File: src/rtl/y86_alu_pkg.sv
// Shared constants for the Y86 execute-stage ALU and condition-code logic.
// Function codes, CC bit positions and the CC-unit FSM state encoding.
package y86_alu_pkg;

  localparam logic [3:0] ALU_ADD = 4'h0;
  localparam logic [3:0] ALU_SUB = 4'h1;
  localparam logic [3:0] ALU_AND = 4'h2;
  localparam logic [3:0] ALU_XOR = 4'h3;

  localparam logic [3:0] COND_ALWAYS = 4'h0;
  localparam logic [3:0] COND_LE     = 4'h1;
  localparam logic [3:0] COND_L      = 4'h2;
  localparam logic [3:0] COND_E      = 4'h3;
  localparam logic [3:0] COND_NE     = 4'h4;
  localparam logic [3:0] COND_GE     = 4'h5;
  localparam logic [3:0] COND_G      = 4'h6;

  localparam int ZF_BIT = 2;
  localparam int SF_BIT = 1;
  localparam int OF_BIT = 0;

  typedef enum logic {
    RUN = 1'b0,
    ERR = 1'b1
  } cc_state_e;

endpackage

File: src/rtl/cc_eval.sv
// Combinational jXX/cmovXX condition evaluator over {ZF,SF,OF}.
// Flags an undefined cond_fun so the caller can trap it.
module cc_eval
  import y86_alu_pkg::*;
#(
  parameter int FUN_W = 4
) (
  input  logic [2:0]       cc_i,
  input  logic [FUN_W-1:0] cond_fun_i,
  output logic             cnd_o,
  output logic             illegal_o
);

  logic zf;
  logic sf;
  logic of;
  logic lt;

  assign zf = cc_i[ZF_BIT];
  assign sf = cc_i[SF_BIT];
  assign of = cc_i[OF_BIT];
  assign lt = sf ^ of;

  // Decode the condition; anything past g is illegal.
  always_comb begin
    cnd_o     = 1'b0;
    illegal_o = 1'b0;
    unique case (cond_fun_i)
      FUN_W'(COND_ALWAYS): cnd_o = 1'b1;
      FUN_W'(COND_LE):     cnd_o = lt | zf;
      FUN_W'(COND_L):      cnd_o = lt;
      FUN_W'(COND_E):      cnd_o = zf;
      FUN_W'(COND_NE):     cnd_o = ~zf;
      FUN_W'(COND_GE):     cnd_o = ~lt;
      FUN_W'(COND_G):      cnd_o = ~lt & ~zf;
      default:             illegal_o = 1'b1;
    endcase
  end

endmodule

File: src/rtl/alu_cc_unit.sv
// Y86 condition-code register, flag generation and registered cnd.
// Optional ALU result self-check enabled by defining ALU_SELFCHECK_EN.
module alu_cc_unit
  import y86_alu_pkg::*;
#(
  parameter int W     = 64,
  parameter int FUN_W = 4
) (
  input  logic             clk,
  input  logic             rst,
  input  logic             in_valid,
  input  logic             stall,
  input  logic [FUN_W-1:0] alu_fun,
  input  logic [W-1:0]     aluA,
  input  logic [W-1:0]     aluB,
  input  logic [W-1:0]     valE,
  input  logic             set_cc,
  input  logic [FUN_W-1:0] cond_fun,
  output logic [2:0]       cc,
  output logic             cnd,
  output logic             out_valid,
  output logic             err,
`ifdef ALU_SELFCHECK_EN
  output logic [15:0]      cc_updates,
  output logic             chk_mismatch,
  output logic [15:0]      chk_count
`else
  output logic [15:0]      cc_updates
`endif
);

  cc_state_e   state_q, state_d;
  logic [2:0]  cc_q, cc_d;
  logic        cnd_q, cnd_d;
  logic        vld_q, vld_d;
  logic        err_q, err_d;
  logic [15:0] upd_q, upd_d;

  logic        accept;
  logic        alu_ok;
  logic        cond_ill;
  logic        cnd_w;
  logic        ill;
  logic        of_w;
  logic [2:0]  flags_w;

  assign accept = in_valid && !stall && (state_q == RUN);
  assign alu_ok = (alu_fun <= FUN_W'(ALU_XOR));
  assign ill    = cond_ill || (set_cc && !alu_ok);

  // cnd sees the flags as they stood before this transaction.
  cc_eval #(
    .FUN_W(FUN_W)
  ) u_cc_eval (
    .cc_i      (cc_q),
    .cond_fun_i(cond_fun),
    .cnd_o     (cnd_w),
    .illegal_o (cond_ill)
  );

  // Signed overflow from operand and result sign bits.
  always_comb begin
    of_w = 1'b0;
    unique case (1'b1)
      (alu_fun == FUN_W'(ALU_ADD)):
        of_w = (aluA[W-1] == aluB[W-1]) &&
               (valE[W-1] != aluA[W-1]);
      (alu_fun == FUN_W'(ALU_SUB)):
        of_w = (aluA[W-1] != aluB[W-1]) &&
               (valE[W-1] != aluB[W-1]);
      default: of_w = 1'b0;
    endcase
  end

  always_comb begin
    flags_w         = '0;
    flags_w[ZF_BIT] = (valE == '0);
    flags_w[SF_BIT] = valE[W-1];
    flags_w[OF_BIT] = of_w;
  end

  // Next state: accept, trap illegal codes, freeze in ERR.
  always_comb begin
    state_d = state_q;
    cc_d    = cc_q;
    cnd_d   = cnd_q;
    vld_d   = 1'b0;
    err_d   = err_q;
    upd_d   = upd_q;
    if (accept) begin
      if (ill) begin
        state_d = ERR;
        err_d   = 1'b1;
      end else begin
        vld_d = 1'b1;
        cnd_d = cnd_w;
        if (set_cc) begin
          cc_d  = flags_w;
          upd_d = upd_q + 16'd1;
        end
      end
    end
  end

  // State and output registers.
  always_ff @(posedge clk) begin
    if (rst) begin
      state_q <= RUN;
      cc_q    <= 3'b100;
      cnd_q   <= 1'b0;
      vld_q   <= 1'b0;
      err_q   <= 1'b0;
      upd_q   <= '0;
    end else begin
      state_q <= state_d;
      cc_q    <= cc_d;
      cnd_q   <= cnd_d;
      vld_q   <= vld_d;
      err_q   <= err_d;
      upd_q   <= upd_d;
    end
  end

  assign cc         = cc_q;
  assign cnd        = cnd_q;
  assign out_valid  = vld_q;
  assign err        = err_q;
  assign cc_updates = upd_q;

`ifdef ALU_SELFCHECK_EN
  logic [W-1:0] ref_w;
  logic         mis_q, mis_d;
  logic [15:0]  chk_q, chk_d;

  // Reference datapath for the four ALU operations.
  always_comb begin
    ref_w = '0;
    unique case (1'b1)
      (alu_fun == FUN_W'(ALU_ADD)): ref_w = aluB + aluA;
      (alu_fun == FUN_W'(ALU_SUB)): ref_w = aluB - aluA;
      (alu_fun == FUN_W'(ALU_AND)): ref_w = aluB & aluA;
      default:                      ref_w = aluB ^ aluA;
    endcase
  end

  // Mismatch pulse and saturating mismatch counter.
  always_comb begin
    mis_d = accept && alu_ok && (ref_w != valE);
    chk_d = chk_q;
    if (mis_d && (chk_q != 16'hFFFF)) begin
      chk_d = chk_q + 16'd1;
    end
  end

  // Self-check registers.
  always_ff @(posedge clk) begin
    if (rst) begin
      mis_q <= 1'b0;
      chk_q <= '0;
    end else begin
      mis_q <= mis_d;
      chk_q <= chk_d;
    end
  end

  assign chk_mismatch = mis_q;
  assign chk_count    = chk_q;
`endif

endmodule

File: config.mk
export PLATFORM = sky130hd
export DESIGN_NAME = alu_cc_unit
export DESIGN_NICKNAME = d
export VERILOG_FILES = /design/src/rtl/y86_alu_pkg.sv /design/src/rtl/cc_eval.sv /design/src/rtl/alu_cc_unit.sv
export SDC_FILE = /design/constraint.sdc
export NUM_CORES = 1
export LEC_CHECK = 0
export BUFFER_PORTS_ARGS = -buffer_cell sky130_fd_sc_hd__buf_2
export CORE_AREA = 4 4 87 89
export DETAILED_ROUTE_END_ITERATION = 10
export DIE_AREA = 0 0 91 93
export PLACE_DENSITY_LB_ADDON = 0.1
export SETUP_SLACK_MARGIN = 0.02
export SYNTH_ARGS = -nofsm -noshare
export SYNTH_HDL_FRONTEND = slang
export SYNTH_SLANG_ARGS = --single-unit
File: constraint.sdc
create_clock -name clk -period 2.6 [get_ports clk]
set_clock_uncertainty 0.1 [all_clocks]
set_input_delay 0.52 -clock clk [delete_from_list [all_inputs] [get_ports clk]]
set_output_delay 0.52 -clock clk [all_outputs]
set_load 0.05 [all_outputs]
# Word level (Yosys, flattened, before mapping)
# Cells that the tools add are included.
[word_totals] regBits=22 in_bits=205 out_inout_bits=22
[classes] add_sub_neg=1 magnitude_cmp=1 eq_ne=11 muxes=4 bitwise_logic=8 n_reduce_logical=16
[ops] op="64-bit logical NOT" n=1
[ops] op="16-bit by 1-bit adder with 16-bit output (second input constant)" n=1
[ops] op="4-bit by 3-bit equality test with 1-bit output (second input constant)" n=3
[ops] op="4-bit by 1-bit equality test with 1-bit output (second input constant)" n=2
[ops] op="4-bit by 2-bit equality test with 1-bit output (second input constant)" n=2
[ops] op="4-bit logical NOT" n=2
[ops] op="1-bit one-hot mux with 7 select lines" n=1
[ops] op="7-bit OR reduction" n=1
[ops] op="1-bit logical AND" n=5
[ops] op="1-bit NOT" n=5
[ops] op="4-bit by 2-bit less-or-equal comparator with 1-bit output (second input constant)" n=1
[ops] op="2-bit AND reduction" n=2
[ops] op="1-bit inequality test" n=3
[ops] op="3-bit AND reduction" n=1
[ops] op="1-bit logical NOT" n=2
[ops] op="1-bit 2-to-1 mux" n=2
[ops] op="1-bit one-hot mux with 2 select lines" n=1
[ops] op="2-bit OR reduction" n=1
[ops] op="1-bit bitwise AND" n=1
[ops] op="1-bit equality test" n=1
[ops] op="1-bit logical OR" n=1
[ops] op="1-bit OR" n=1
[ops] op="1-bit bitwise XOR" n=1

# Longest topological paths before layout
# Gate-level depths: netlist of run 1.
[depth] word_depth=6 ltp_mapped=6

# Modules after synthesis
# From an unflattened synthesis of run 1, not the netlist that was laid out.
[unflattened] cells_unflattened=147 area_unflattened_um2=1231.2
[by_module_without_submodules] module="alu_cc_unit" n_inst=1 cells_per_inst=136 area_each_um2=1141.1 seq_area_each_um2=440.4
[by_module_without_submodules] module="cc_eval" n_inst=1 cells_per_inst=11 area_each_um2=90.1 seq_area_each_um2=0.0

# Least setup slack after synthesis of run 1
# No wires, ideal clock.
[synth_timing] path_type="reg2reg" from="reg upd_q[0] (netlist: cc_updates[0])" to="reg upd_q[10] (netlist: cc_updates[10])" setup_time_ns=0.070 arrival_ns=1.841 t_required_ns=2.430 path_slack_ns=0.588 stages_incl_launch_ff=7 path_buffers=1 period_less_slack_ns=2.012 path_cell_list="dfxtp_1 ha_1 and4bb_1 nand4_1 buf_2 or3_1 a21oi_1"
[synth_via] elab_chain_cells=1
[synth_rtl] item="start: declaration" line_no="alu_cc_unit.sv:37" source="logic [15:0] upd_q, upd_d;"
[synth_rtl] item="start signal: assignment" line_no="alu_cc_unit.sv:120" source="upd_q <= upd_d;"
[synth_rtl] item="16-bit by 1-bit adder with 16-bit output" line_no="alu_cc_unit.sv:99" source="upd_d = upd_q + 16'd1;"
# No other way between the ends.
# A chain may end at the register's enable or synchronous reset.

# Worst setup path in the final report of run 1
[layout_timing] from="reg upd_q[0] (netlist: cc_updates[0])" to="reg upd_q[12] (netlist: cc_updates[12])"
# Same word-level chain as after synthesis.

==> results of run 1 <==
## per-layer routing
metal | wire length (um) | track usage [%] | up-vias | share of wire [%]
met5 | 0 | 0 | - | 0
li1 | - | - | 778 | -
met4 | 25 | 1.88 | 0 | 0.51
met1 | 2060 | 13.3 | 661 | 42
met2 | 2160 | 19.1 | 99 | 44
met3 | 645 | 5.39 | 2 | 13
## flip-flops by register name, summed over array words and instances, names as in the netlist
register and count:
out_valid 1, err 1, cc 3, cnd 1, cc_updates 16
## worst register-to-register path, cell delays in order (launching register included)
cell      delay (ns)
dfxtp_1         0.40
ha_1            0.20
and4bb_1        0.19
nand4_1         0.09
buf_4           0.18
or4_1           0.40
a21oi_1         0.15
## where the power goes
part | total (W) | switching, W | leakage [nW] | internal [W]
combinational | 0.000110 | 0.0000524 | 0.642 | 0.0000578
clock | 0.000326 | 0.000121 | 0.0357 | 0.000206
sequential | 0.000341 | 0.00000226 | 0.177 | 0.000339
total | 0.000778 | 0.000175 | 0.855 | 0.000602
## worst max path at each step
stage / depth (start not counted) / slack (ns) / end / from
6_report: 6 / 0.83 / cc_updates[12]$_SDFFE_PP0P_ / cc_updates[0]$_SDFFE_PP0P_
5_1_grt: 6 / 0.72 / cc_updates[14]$_SDFFE_PP0P_ / cc_updates[0]$_SDFFE_PP0P_
4_1_cts: 6 / 0.83 / cc_updates[12]$_SDFFE_PP0P_ / cc_updates[0]$_SDFFE_PP0P_
3_5_place_dp: 6 / 0.57 / cc_updates[15]$_SDFFE_PP0P_ / alu_fun[3]
3_3_place_gp: 6 / 0.55 / cc_updates[15]$_SDFFE_PP0P_ / alu_fun[3]
2_1_floorplan: 6 / 0.59 / cc_updates[10]$_SDFFE_PP0P_ / cc_updates[0]$_SDFFE_PP0P_
## kinds of logic (layout without fill, tap and decap cells)
| kind of cell | after synthesis | count (layout) | share of synthesized area (%) |
|---|---|---|---|
| fa+ha+maj | 1 | 1 | 1.02 |
| compound gates | 34 | 34 | 16.9 |
| mux | 3 | 3 | 2.44 |
| buf+inv | 8 | 111 | 2.64 |
| flops | 22 | 22 | 35.8 |
| simple gates | 73 | 73 | 37.6 |
| xor+xnor | 5 | 5 | 3.56 |
## cell type report
class / instances / area [um2]
Clock inverter: 1 / 30.0
Multi-Input combinational cell: 116 / 757
Tap cell: 80 / 100
Timing Repair Buffer: 103 / 523
Clock buffer: 3 / 41.3
Sequential cell: 22 / 440
Inverter: 4 / 15.0
Fill cell: 761 / 4850
## metrics by stage
stage	area (um2)	hold WS [ns]	setup slack [ns]	total power [W]
after floorplan	1230	0.492	0.588	0.000384
after global placement	1840	0.369	0.549	0.000461
after detailed placement	1840	0.367	0.571	0.000461
after CTS	1910	0.361	0.832	0.000794
after global routing	1910	0.374	0.721	0.000818
final	1910	0.371	0.834	0.000778
## layout by cell type, fill, tap and decap left out, types with 3 or more instances in the layout
cell        n
nor4_1     16
o31ai_1     4
nor2_1      7
buf_2     100
or4_1       5
or3_1       9
nand4_1    10
buf_4       3
nand2_1     6
inv_1       4
clkbuf_8    3
dfxtp_1    22
nand3_1     4
a21oi_1    14
xor2_1      3
mux2i_1     3
o21ai_0    11
==> summary.txt, run 1 <==
Outcome
  • Status: completed

Clock tree
  • Clk root buf: clkbuf_8
  • # Post-CTS Setup Buffers: 0
  • Post-CTS sizing: 0
  • H-tree level count: 1
  • Clk_lat worst skew: 0.27 ns
  • Number of hold-repair buffers added at the cts stage: 0
  • CTS tree: done
  • Worst-path clk slew: 0.09 ns
  • Total CTS buffers: 3
  • Clk buf depth: 2
  • Clock sinks: 22

Global route
  • Total Routing Usage GR: 11.3%
  • Vias in the first global route: 1,530
  • Remaining Overflow, GRT: 0
  • Antenna violations before repair: 0
  • First-pass GRT wire length: 7.53 mm
  • Largest net degree at the start of global routing: 23

Routing
  • Wirelength, routed: 4.89 mm
  • First-pass DRT Iterations: 4
  • Vias per cell: 4.68
  • Drt initial violations: 30
  • Wire length per cell: 14.9 um
  • Residual DRC: 0
  • Antenna-violating nets left: 0
  • Total number of vias: 1,540

Worst setup path
  • Crit-path cells: ha_1, and4bb_1, nand4_1, buf_4, or4_1, a21oi_1
  • Worst path buffer plus inverter count: 1
  • Reg-to-reg endpoint: cc_updates[12]$_SDFFE_PP0P_
  • Max FO, Critical Path: 12
  • Critical path required time: 2.70 ns
  • Worst r2r src: cc_updates[0]$_SDFFE_PP0P_
  • CP peak stage delay: 0.40 ns
  • Critical path class: register to register
  • Crit. End Element: register
  • Delay-heaviest family, CP: simple AND/OR/NAND/NOR gates
  • FF-to-FF setup slack: 0.83 ns
  • R2R depth: 6
  • CP arrival: 1.87 ns
  • CP max-delay cell: dfxtp_1
  • Nature of the critical path startpoint: register

Logic synthesis
  • Largest area contributor in the netlist: dfxtp_1
  • Synth area leaders: dfxtp_1 (36%), nor4_1 (8.1%), a21oi_1 (5.7%)
  • Post-synthesis register bit count: 22
  • Cells after Synth: 146
  • Number of synthesized flops with an enable pin: 0
  • Synth Cell Area: 1230 um2
  • Ys flop type: dfxtp_1
  • Most common cell in the synthesized netlist: dfxtp_1
  • Synth cell types: 36
  • Syn nets: 352
  • Async SR Flop Fraction: 0%
  • Synth top cells by count: dfxtp_1 (22), nor4_1 (16), a21oi_1 (14), o21ai_0 (11), nand4_1 (10)
  • Area fraction of the dominant cell type after synthesis: 35.8%
  • Post-synthesis sequential area ratio: 35.8%
  • Synthesized area per cell: 8.42 um2
  • Synthesis Warnings: 0

Cells and area
  • Finished Core Util: 28.2%
  • Antenna fix cells: 0
  • P&R area growth vs syn: 55.0%
  • Fin cells: 329
  • Share of layout cells above drive strength 1: 44.6%
  • Net count, final: 456

Floorplan
  • Initial core utilization: 18.2%
  • Row cnt: 30
  • DIE AREA: 8460 um2
  • Die Y: 93 um
  • Area of the core: 6760 um2
  • Die Width: 91 um
  • IO Count: 227

STA
  • Minimum clock period: 1.77 ns
  • Final setup violation count: 0
  • Final Cycle Share: 67.9%
  • Final Hold Fails: 0
  • Setup TNS: 0 ns
  • Relative slew slack: 69.5%
  • Fmax: 0.566 GHz
  • RSZ-0062 raised after global routing: no
  • Slew @ Worst Pin: 0.457 ns
  • Fin. max-slew vios: 0

Placement
  • Dpl cells: 325
  • Buffers on Ports: 100
  • Post-DP HPWL: 4.15 mm
  • Placer Congestion: 0.739

Min path
  • Worst min path class: input port to register
  • Hold Crit Start: cond_fun[3]
  • WHS Path Cells: 2
  • Hold Crit Endpoint: out_valid$_SDFF_PP0_

Power
  • Leakage: 0.855 nW
  • Power per cell area: 408 nW/um2
  • Worst IR Drop VDD: 0.179 mV

Job
  • Max_cap viols: 0
(Power assumes the default switching activity.)
==> inputs of run 2 (changes only) <==
- ABC_AREA: unset -> 1
- CORE_AREA: 4 4 87 89 -> 4 4 86 88
- DIE_AREA: 0 0 91 93 -> 0 0 90 92
- clock period: 2.6 -> 1.7 ns (I/O delays scaled with it)
==> run 2 against run 1 <==
  * Flip-flop and latch count stayed put
  * Core utilization is 3.9 points higher
  * Clock-buffer cell count is 1 higher
  * Hold slack worse by 0.093 ns
  * Synthesized cell count is 73% higher
  * Cell area is 12% higher
  * Sequential share of layout area is 2.4 points lower
  * Worst setup slack worse by 0.63 ns
  * Fmax is 18% higher
  * Clock power is 22% higher
  * Via count is 21% higher
  * Critical path type unchanged
  * Combinational power is 85% higher
  * Highest routed layer unchanged
==> summary.txt, run 2 <==
Outcome
  • Status: completed

Power
  • Leakage: 1.05 nW (+23%)
  • Total power: 0.00112 W (+44%)
  • Sw power: 0.000298 W (+70%)
  • Power per cell area: 526 nW/um2 (+29%)
  • Seq pwr share: 46.5% (+2.6 points)
  • Comb power frac: 18.2% (+4.0 points)
  • Sw frac: 26.5% (+4.0 points)
  • Clock share of power: 35.3% (-6.7 points)
  • Worst IR Drop VDD: 0.178 mV (-0.28%)
  • Pint: 0.000826 W (+37%)

Worst setup path
  • CP peak stage delay: 0.37 ns (-0.03 ns)
  • Crit-path cells: ha_1, nand2_1, nor2_4, nand2_1, nor2_1, nand3_1, nand2_1, nor2_1
  • Worst path buffer plus inverter count: 0 (-1)
  • CP max-delay cell: dfxtp_2
  • Most frequent CP cell: nand2_1
  • Critical path required time: 1.78 ns (-0.92 ns)
  • Max FO, Critical Path: 5 (-7)
  • Crit. End Element: register
  • Delay-heaviest family, CP: simple AND/OR/NAND/NOR gates
  • Critical path class: register to register
  • CP arrival: 1.58 ns (-0.29 ns)
  • R2R depth: 8 (+2)
  • Nature of the critical path startpoint: register
  • Critical Path Stages: 8 (+2)

Clock tree
  • Clk buf depth: 2 (unchanged)
  • Number of hold-repair buffers added at the cts stage: 0 (unchanged)
  • Post-CTS sizing: 0 (unchanged)
  • CTS tree: done
  • # Post-CTS Setup Buffers: 0 (unchanged)
  • H-tree level count: 1 (unchanged)
  • Clk_lat worst skew: 0.27 ns (about the same)
  • Worst-path clk slew: 0.09 ns (about the same)
  • Clock sinks: 22 (unchanged)
  • Clk root buf: clkbuf_8
  • Total CTS buffers: 3 (unchanged)

Logic synthesis
  • Largest area contributor in the netlist: dfxtp_1
  • Number of synthesized flops with an enable pin: 0 (unchanged)
  • Synth top cells by count: nor2_1 (74), nand2_1 (68), dfxtp_1 (22), inv_1 (20), nand3_1 (19)
  • Syn nets: 459 (+30%)
  • Area fraction of the dominant cell type after synthesis: 29.9% (-5.9 points)
  • Synthesized area per cell: 5.82 um2 (-31%)
  • Most common cell in the synthesized netlist: nor2_1
  • Post-synthesis register bit count: 22 (unchanged)
  • Ys flop type: dfxtp_1
  • Synthesis Warnings: 0 (unchanged)
  • Post-synthesis sequential area ratio: 29.9% (-5.9 points)
  • Cells after Synth: 253 (+73%)
  • Synth cell types: 19 (-47%)
  • Synth Cell Area: 1470 um2 (+20%)
  • Async SR Flop Fraction: 0% (unchanged)
  • Synth area leaders: dfxtp_1 (30%), nor2_1 (19%), nand2_1 (17%)

Placement
  • Area after DPL: 2070 um2 (+13%)
  • Post-DP HPWL: 4.27 mm (+2.9%)
  • Buffers on Ports: 100 (unchanged)
  • Placer Congestion: 0.737 (-0.30%)

STA
  • RSZ-0062 raised after global routing: no
  • Final Hold Fails: 0 (unchanged)
  • Relative slew slack: 79.5% (+10 points)
  • Fmax: 0.666 GHz (+18%)
  • Final Cycle Share: 88.3% (+20 points)
  • Setup TNS: 0 ns (unchanged)
  • Slew @ Worst Pin: 0.306 ns (-0.150 ns)
  • Fin. max-slew vios: 0 (unchanged)
  • Final setup violation count: 0 (unchanged)
  • Minimum clock period: 1.50 ns (-0.265 ns)

Cells and area
  • Max FFs per register: 16 (unchanged)
  • Fin area: 2140 um2 (+12%)
  • Net count, final: 562 (+23%)
  • P&R area growth vs syn: 45.1%
  • FF+latch area: 443 um2 (+0.57%)
  • Fill count: 779 (+2.4%)
  • Antenna fix cells: 0 (unchanged)
  • Share of layout cells above drive strength 1: 33.8% (-11 points)
  • Most frequent cells in the layout: buf_2 (100), nor2_1 (73), nand2_1 (68)
  • Most common cell after layout, fill and taps aside: buf_2
  • Multi-input logic area: 928 um2 (+23%)
  • Finished Core Util: 32.2% (+3.9 points)

Floorplan
  • Area of the core: 6640 um2 (-1.7%)
  • Die Y: 92 um (-1.1%)
  • Die Width: 90 um (-1.1%)
  • Row cnt: 30 (unchanged)
  • IO Count: 227 (unchanged)
  • Initial core utilization: 22.2% (+4.0 points)
  • DIE AREA: 8280 um2 (-2.2%)

Min path
  • Worst min path class: input port to register
  • WHS Path Cells: 3 (+1)

Routing
  • Total number of vias: 1,869 (+21%)
  • Wire length per cell: 11.8 um (-21%)
  • Antenna-violating nets left: 0 (unchanged)
  • Vias per cell: 4.30 (-8.2%)
  • Residual DRC: 0 (unchanged)
  • Drt initial violations: 51 (+70%)
  • Wirelength, routed: 5.13 mm (+4.8%)
  • First-pass DRT Iterations: 4 (unchanged)

Global route
  • Antenna violations before repair: 0 (unchanged)
  • Remaining Overflow, GRT: 0 (unchanged)
  • Total Routing Usage GR: 12.0% (+0.71 points)
  • Largest net degree at the start of global routing: 30 (+30%)
  • First-pass GRT wire length: 8.08 mm (+7.3%)
  • Vias in the first global route: 1,795 (+17%)

Job
  • Max_cap viols: 0 (unchanged)
-- run 2: cell types whose count changed after synthesis, sizes merged, moves of 4 or more --
cell   change
o31ai      -4
nand3     +15
nand2     +64
or4        -5
nor4      -16
a21oi      +6
inv       +16
nor2      +69
or3        -9
nand4      -8
o21ai      -7
-- run 2: path summary, 6_finish.rpt --
path                                   start                     endpoint  slack, ns
setup / recovery  cc_updates[0]$_SDFFE_PP0P_  cc_updates[14]$_SDFFE_PP0P_       0.20
hold / removal                      valE[63]           cc[1]$_SDFFE_PP0P_       0.28
setup reg to reg  cc_updates[0]$_SDFFE_PP0P_  cc_updates[14]$_SDFFE_PP0P_       0.20
hold reg to reg             err$_SDFFE_PP0P_             err$_SDFFE_PP0P_       0.37
-- run 2: logic make-up (layout without fill, tap and decap cells) --
logic type	after synthesis	in the layout	synth area share, %
AND/OR/NAND/NOR	175	175	48.9
buffers and inverters	25	127	7.56
AO/OA/AOI/OAI	24	24	9.18
flip-flops	22	22	29.9
XOR/XNOR	6	6	3.57
adder cells (fa/ha/maj)	1	1	0.849
-- run 2: layout make-up --
cell class	instances	share of cell area, %
Multi-Input combinational cell	206	43.4
Timing Repair Buffer	103	25.1
Sequential cell	22	20.7
Tap cell	80	4.68
Inverter	20	3.51
Clock buffer	4	2.58
-- run 2: power by group through the flow --
stage,Clock [W],Sequential [W],Combinational (W)
after floorplan,0,0.000551,0.0000706
after global placement,0,0.000535,0.000206
after detailed placement,0,0.000535,0.000207
after CTS,0.000414,0.000523,0.000208
after global routing,0.000437,0.000523,0.000231
final,0.000397,0.000522,0.000204
-- run 2: metal layers --
layer	global-route usage [%]	share of wire (%)	up-vias
li1	-	-	1002
met2	19.3	40	97
met5	0	0	-
met4	3.44	0.43	0
met1	16.0	48	768
met3	3.12	11	2
-- run 2: worst min-delay path, stage by stage --
cell and delay (ns):
buf_2 0.13, nor2_1 0.06, nor2_1 0.08
-- run 2: per-stage QoR --
stage / hold slack (ns) / instances / setup WS (ns)
after floorplan: 0.375 / 253 / 0.0395
after global placement: 0.362 / 431 / 0.0997
after detailed placement: 0.360 / 431 / 0.0721
after CTS: 0.279 / 435 / 0.0654
after global routing: 0.287 / 435 / 0.0583
final: 0.278 / 435 / 0.199
